<file path="config.mk">
export PLATFORM = sky130hd
export DESIGN_NAME = alu_issue_flat
export DESIGN_NICKNAME = d
export VERILOG_FILES = /design/src/rtl/alu_issue_if.sv /design/src/rtl/alu_issue.sv /design/src/flat_wrapper.sv
export SDC_FILE = /design/constraint.sdc
export NUM_CORES = 1
export LEC_CHECK = 0
export CAP_MARGIN = 40
export CORE_AREA = 2 2 146 148
export DETAILED_ROUTE_END_ITERATION = 10
export DIE_AREA = 0 0 148 150
export HOLD_SLACK_MARGIN = 0.12
export PLACE_DENSITY = 0.76
export SYNTH_ARGS = -nofsm -noshare
export SYNTH_HDL_FRONTEND = slang
export SYNTH_SLANG_ARGS = --single-unit
</file>
<file path="constraint.sdc">
create_clock -name clk -period 14.4 [get_ports clk]
set_clock_uncertainty 0.2 [all_clocks]
set_input_delay 2.88 -clock clk [delete_from_list [all_inputs] [get_ports clk]]
set_output_delay 2.88 -clock clk [all_outputs]
set_load 0.05 [all_outputs]
</file>
<file path="src/rtl/alu_issue_if.sv">
// Fetch-side and execute-side signal bundle for the alu_issue decode/issue stage.
interface alu_issue_if #(
  parameter int XLEN    = 64,
  parameter int ALUOP_W = 2
);
  logic               inst_valid;
  logic               inst_ready;
  logic [31:0]        inst;
  logic [XLEN-1:0]    pc;
  logic [4:0]         rs1_addr;
  logic [4:0]         rs2_addr;
  logic [XLEN-1:0]    rs1_data;
  logic [XLEN-1:0]    rs2_data;
  logic               ex_valid;
  logic               ex_ready;
  logic [ALUOP_W-1:0] alu_op;
  logic [XLEN-1:0]    operator_1;
  logic [XLEN-1:0]    operator_2;
  logic [4:0]         rd;
  logic               rd_wen;
  logic               illegal;

  // The stage's own view.
  modport slave (
    input  inst_valid, inst, pc, rs1_data, rs2_data, ex_ready,
    output inst_ready, rs1_addr, rs2_addr, ex_valid, alu_op,
           operator_1, operator_2, rd, rd_wen, illegal
  );

  // The surrounding fetch, register-file and execute logic.
  modport master (
    output inst_valid, inst, pc, rs1_data, rs2_data, ex_ready,
    input  inst_ready, rs1_addr, rs2_addr, ex_valid, alu_op,
           operator_1, operator_2, rd, rd_wen, illegal
  );
endinterface

</file>
<file path="src/rtl/alu_issue.sv">
// RV64I ALU-subset decode and issue register. Define ALU_ISSUE_SKID_EN to add a
// one-entry skid so inst_ready is registered instead of combinational.
module alu_issue #(
  parameter int XLEN    = 64,
  parameter int ALUOP_W = 2
) (
  input  logic        clk,
  input  logic        rst,
  alu_issue_if.slave  io
);
  localparam logic [ALUOP_W-1:0] OP_ADD = ALUOP_W'(0);
  localparam logic [ALUOP_W-1:0] OP_SUB = ALUOP_W'(1);
  localparam logic [ALUOP_W-1:0] OP_LT  = ALUOP_W'(2);

  localparam logic [6:0] OPC_OP_IMM = 7'b0010011;
  localparam logic [6:0] OPC_OP     = 7'b0110011;
  localparam logic [6:0] OPC_LUI    = 7'b0110111;
  localparam logic [6:0] OPC_AUIPC  = 7'b0010111;

  typedef struct packed {
    logic [ALUOP_W-1:0] alu_op;
    logic [XLEN-1:0]    op1;
    logic [XLEN-1:0]    op2;
    logic [4:0]         rd;
    logic               rd_wen;
    logic               illegal;
  } issue_t;

  logic [6:0]      opcode;
  logic [2:0]      funct3;
  logic [6:0]      funct7;
  logic [XLEN-1:0] imm_i;
  logic [XLEN-1:0] imm_u;
  logic            legal;
  issue_t          dec;

  assign opcode      = io.inst[6:0];
  assign funct3      = io.inst[14:12];
  assign funct7      = io.inst[31:25];
  assign io.rs1_addr = io.inst[19:15];
  assign io.rs2_addr = io.inst[24:20];
  assign imm_i       = {{(XLEN-12){io.inst[31]}}, io.inst[31:20]};
  assign imm_u       = {{(XLEN-32){io.inst[31]}}, io.inst[31:12], 12'b0};

  // NOTE: every always_comb output gets a default first so no path leaves it unassigned (no latch).
  always_comb begin
    dec   = '0;
    legal = 1'b1;
    case (opcode)
      OPC_OP_IMM: begin
        dec.op1 = io.rs1_data;
        dec.op2 = imm_i;
        if (funct3 == 3'b000)      dec.alu_op = OP_ADD;
        else if (funct3 == 3'b010) dec.alu_op = OP_LT;
        else                       legal = 1'b0;
      end
      OPC_OP: begin
        dec.op1 = io.rs1_data;
        dec.op2 = io.rs2_data;
        if (funct3 == 3'b000 && funct7 == 7'b0000000)      dec.alu_op = OP_ADD;
        else if (funct3 == 3'b000 && funct7 == 7'b0100000) dec.alu_op = OP_SUB;
        else if (funct3 == 3'b010 && funct7 == 7'b0000000) dec.alu_op = OP_LT;
        else                                               legal = 1'b0;
      end
      OPC_LUI: begin
        dec.op2 = imm_u;
      end
      OPC_AUIPC: begin
        dec.op1 = io.pc;
        dec.op2 = imm_u;
      end
      default: legal = 1'b0;
    endcase

    // Undecodable words still issue, as a harmless add of zeros flagged illegal.
    if (legal) begin
      dec.rd     = io.inst[11:7];
      dec.rd_wen = |io.inst[11:7];
    end else begin
      dec         = '0;
      dec.illegal = 1'b1;
    end
  end

  issue_t issue_q;
  logic   ex_valid_q;
  logic   accept;
  logic   take;

  assign accept = io.inst_valid && io.inst_ready;
  assign take   = ex_valid_q && io.ex_ready;

`ifdef ALU_ISSUE_SKID_EN
  issue_t skid_q;
  logic   skid_full;

  assign io.inst_ready = !skid_full;

  // The skid only fills while the issue register is occupied and stalled.
  always_ff @(posedge clk or posedge rst) begin
    if (rst) begin
      issue_q    <= '0;
      ex_valid_q <= 1'b0;
      skid_q     <= '0;
      skid_full  <= 1'b0;
    end else if (!ex_valid_q || take) begin
      if (skid_full) begin
        issue_q    <= skid_q;
        ex_valid_q <= 1'b1;
        skid_full  <= 1'b0;
      end else if (accept) begin
        issue_q    <= dec;
        ex_valid_q <= 1'b1;
      end else begin
        ex_valid_q <= 1'b0;
      end
    end else if (accept) begin
      skid_q    <= dec;
      skid_full <= 1'b1;
    end
  end
`else
  assign io.inst_ready = !ex_valid_q || io.ex_ready;

  // NOTE: sequential state uses non-blocking assignments so every flop samples pre-edge values.
  always_ff @(posedge clk or posedge rst) begin
    if (rst) begin
      issue_q    <= '0;
      ex_valid_q <= 1'b0;
    end else if (accept) begin
      issue_q    <= dec;
      ex_valid_q <= 1'b1;
    end else if (take) begin
      ex_valid_q <= 1'b0;
    end
  end
`endif

  assign io.ex_valid   = ex_valid_q;
  assign io.alu_op     = issue_q.alu_op;
  assign io.operator_1 = issue_q.op1;
  assign io.operator_2 = issue_q.op2;
  assign io.rd         = issue_q.rd;
  assign io.rd_wen     = issue_q.rd_wen;
  assign io.illegal    = issue_q.illegal;
endmodule

</file>
<file path="src/flat_wrapper.sv">
// flat-port wrapper written by rule: the top's interface ports become plain ports
module alu_issue_flat 
#(
  parameter int XLEN    = 64,
  parameter int ALUOP_W = 2
)
  (clk, rst, io_inst_valid, io_inst, io_pc, io_rs1_data, io_rs2_data, io_ex_ready, io_inst_ready, io_rs1_addr, io_rs2_addr, io_ex_valid, io_alu_op, io_operator_1, io_operator_2, io_rd, io_rd_wen, io_illegal);
  alu_issue_if #(.XLEN(XLEN), .ALUOP_W(ALUOP_W)) io_i ();
  input  logic clk;
  input  logic rst;
  input wire logic [$bits(io_i.inst_valid)-1:0] io_inst_valid;
  input wire logic [$bits(io_i.inst)-1:0] io_inst;
  input wire logic [$bits(io_i.pc)-1:0] io_pc;
  input wire logic [$bits(io_i.rs1_data)-1:0] io_rs1_data;
  input wire logic [$bits(io_i.rs2_data)-1:0] io_rs2_data;
  input wire logic [$bits(io_i.ex_ready)-1:0] io_ex_ready;
  output wire logic [$bits(io_i.inst_ready)-1:0] io_inst_ready;
  output wire logic [$bits(io_i.rs1_addr)-1:0] io_rs1_addr;
  output wire logic [$bits(io_i.rs2_addr)-1:0] io_rs2_addr;
  output wire logic [$bits(io_i.ex_valid)-1:0] io_ex_valid;
  output wire logic [$bits(io_i.alu_op)-1:0] io_alu_op;
  output wire logic [$bits(io_i.operator_1)-1:0] io_operator_1;
  output wire logic [$bits(io_i.operator_2)-1:0] io_operator_2;
  output wire logic [$bits(io_i.rd)-1:0] io_rd;
  output wire logic [$bits(io_i.rd_wen)-1:0] io_rd_wen;
  output wire logic [$bits(io_i.illegal)-1:0] io_illegal;
  assign io_i.inst_valid = io_inst_valid;
  assign io_i.inst = io_inst;
  assign io_i.pc = io_pc;
  assign io_i.rs1_data = io_rs1_data;
  assign io_i.rs2_data = io_rs2_data;
  assign io_i.ex_ready = io_ex_ready;
  assign io_inst_ready = io_i.inst_ready;
  assign io_rs1_addr = io_i.rs1_addr;
  assign io_rs2_addr = io_i.rs2_addr;
  assign io_ex_valid = io_i.ex_valid;
  assign io_alu_op = io_i.alu_op;
  assign io_operator_1 = io_i.operator_1;
  assign io_operator_2 = io_i.operator_2;
  assign io_rd = io_i.rd;
  assign io_rd_wen = io_i.rd_wen;
  assign io_illegal = io_i.illegal;
  alu_issue #(.XLEN(XLEN), .ALUOP_W(ALUOP_W)) u_core (.clk(clk), .rst(rst), .io(io_i));
endmodule
</file>
==> impl_results.md <==
* Fin area at 12700 sq um
* Post-route minimum period at 7.92 ns
* Peak supply drop at 0.0685 mV
* Port Buffers at 376
* DRT Wirelength at 28800 um
* M2 GR Usage at 40.6%
* TritonCTS clock tree: yes
* Outcome: finished clean
* Layout cells sized above 1 at 15.4%
* Post-synth top flop: dfrtp_1
* Cts hold-fix bufs at 0
* Nets at 1295
* Final hold violations at 0
* Initial antenna violation count at 0
* Max Root-Sink Buffers at 2
* Async set-reset flop share out of synthesis at 100%
* Critical path type: input port to output port
* Placed insts at 1323
* Die Height at 150 um
* Number of buffers created by CTS at 17
* Mapped Area at 8270 sq um
* Worst setup EP type: output port
* DRC Markers at 0
* Core area at 20700 sq um
* Vias in the first global route at 7723
* Origin of the worst min-delay path: u_core.io.operator_1[10]
* Initial Utilization at 40.0%
* P per Cell Area at 81.8 nW/um^2
* Lkg Pwr at 5.27 nW
* Relative slew slack at 47.5%
* Pin count of the biggest net entering global routing at 77
* Synth Warn # at 0
* Placed Area at 12100 sq um
* Routed via count at 7647
* Class of the worst hold path: flop to flop
* Grt total ovfl at 0
* Htree depth at 4
* Clock sinks at 138
* Post-CTS resize count at 0
* Gate Count Post-Synth at 765
* Setup_tns at 0 ns
* Fin util at 61.4%
* Critical path fanouts, max at 68
* Max Fclk at 126 MHz
* DR iter-0 viols at 522
* Clock root cell: clkbuf_16
* Die area at 22200 sq um
* DRT Pass-1 Iters at 7
* Top cell type's share of synthesized area at 41.8%
* #FFs+latches synth at 138
* Busiest grt layer: met2
* Syn-to-layout area delta at 53.6%
* I/O pins at 377
* Critical Path Start: io_ex_ready
* Cell accounting for the most synthesized area: dfrtp_1
* Worst-skew pair later-pin latency at 0.42 ns
* Met1 usage at 33.5%
* Met3 GRT Util at 5.61%
* Post-synth EDFFs at 0
* Final ANT Viol Nets at 0
* Worst path required time at 11.32 ns
* Antenna Diode Count at 0
* Top post-synthesis cells by count: dfrtp_1 (138), o21ai_0 (135), o41ai_2 (80)
* # rows at 53
* Dpl hpwl at 19600 um
* Most frequent cell after synthesis: dfrtp_1
* Max-slew violations at 0
* Dominant cells by area after synthesis: dfrtp_1 (42%), o41ai_2 (16%), o21ai_0 (8.2%), mux2i_1 (7.7%), o41ai_1 (5.8%)
* Synth Net Count at 993
* CTS clk-pin slew, worst paths at 0.06 ns
* Post-CTS Setup Inserts at 0
* Worst r2r src: u_core.io.ex_valid
* RSZ-0062 raised after global routing: false
* Final weighted congestion in routability-driven placement at 0.801
* Final std cells w/o fill at 1355
* Count of final setup violators at 0
* Worst-Margin Slew at 0.788 ns
* CP Data Arrival Time at 4.84 ns
* Mean post-synth cell area at 10.8 sq um
* Startpoint Class: input port
* First-pass GRT wire length at 44400 um
* Period utilization at 55.0%
* Sequential fraction of the synthesis area at 41.8%
* Width of the die at 148 um
* Number of max-cap violations at 0
* Vias per inst at 5.64
* Routed length per instance at 21.3 um
* Cell variety after synth at 35
* Overall Global Routing Usage at 25.5%
-- power by group --
group | internal [mW] | switching [mW] | total [mW]
Sequential | 0.391 | 0.00167 | 0.392
Clock | 0.267 | 0.180 | 0.447
Combinational | 0.0916 | 0.109 | 0.200
Total | 0.749 | 0.291 | 1.04
-- logic make-up (layout without fill, tap and decap cells) --
family / count (synthesis) / count (layout) / share of synthesized area [%]
AOI/OAI and AO/OA: 342 / 342 / 34.6
buffers and inverters: 121 / 436 / 7.00
and+or+nand+nor: 81 / 81 / 6.28
muxes: 83 / 83 / 10.3
DFF: 138 / 138 / 41.8
-- path summary, 6_finish.rpt --
kind                                            end  slack [ns]  cells past startpoint
setup reg to reg           u_core.io.operator_1[31]       11.16                      8
max in group asynchronous  u_core.io.operator_1[63]       10.10                      4
hold reg to reg            u_core.io.operator_1[10]        0.30                      2
hold / removal             u_core.io.operator_1[10]        0.30                      2
setup / recovery                      io_inst_ready        6.48                      5
min in group asynchronous  u_core.io.operator_1[59]        2.68                      2
-- critical path, stage by stage --
cell and delay, ns:
clkdlybuf4s50_1 0.44, nor2b_4 0.11, buf_4 0.50, inv_2 0.16
clkdlybuf4s50_1 0.75
-- placed cells by master (no fill, tap or decap), types with 3 or more instances in the layout --
| cell | Yosys | final |
|---|---|---|
| clkdlybuf4s50_1 | 0 | 373 |
| dfrtp_1 | 138 | 138 |
| o21ai_0 | 135 | 135 |
| o41ai_2 | 80 | 80 |
| nor2b_1 | 66 | 64 |
| a21oi_1 | 64 | 64 |
| mux2i_1 | 64 | 64 |
| o41ai_1 | 55 | 55 |
| mux2_2 | 19 | 19 |
| clkbuf_16 | 0 | 17 |
| buf_4 | 20 | 15 |
| inv_6 | 0 | 5 |
| inv_1 | 6 | 5 |
| clkinvlp_4 | 0 | 4 |
| buf_16 | 0 | 4 |
| nor2b_4 | 0 | 3 |
-- per-layer routing --
| layer | vias up | part of all wire [%] |
|---|---|---|
| li1 | 3539 | - |
| met1 | 3761 | 42 |
| met2 | 295 | 49 |
| met3 | 52 | 5.7 |
| met4 | 0 | 3.0 |
| met5 | - | 0 |
-- area by class of cell --
cell class / count / area [sq um]
well taps: 275 / 344
clock inverters: 12 / 139
repair buffers: 396 / 4010
flip-flops and latches: 138 / 3450
multi-input cells: 506 / 4270
clock buffers: 20 / 457
fillers: 1733 / 7990
inverters: 8 / 36.3
-- registers in the layout, indices dropped and copies added (netlist names) --
signal,count
u_core.io.alu_op,2
u_core.io.rd,5
u_core.io.ex_valid,1
u_core.io.illegal,1
u_core.io.operator_1,64
u_core.io.operator_2,64
u_core.io.rd_wen,1
-- stage by stage --
step / hold WS, ns / worst slack (ns) / power, mW
after floorplan: 0.595 / 7.62 / 0.502
after global placement: 0.279 / 6.45 / 0.595
after detailed placement: 0.290 / 6.46 / 0.600
after CTS: 0.305 / 6.46 / 1.05
after global routing: 0.316 / 6.37 / 1.08
final: 0.302 / 6.48 / 1.04
(Power assumes the default switching activity.)
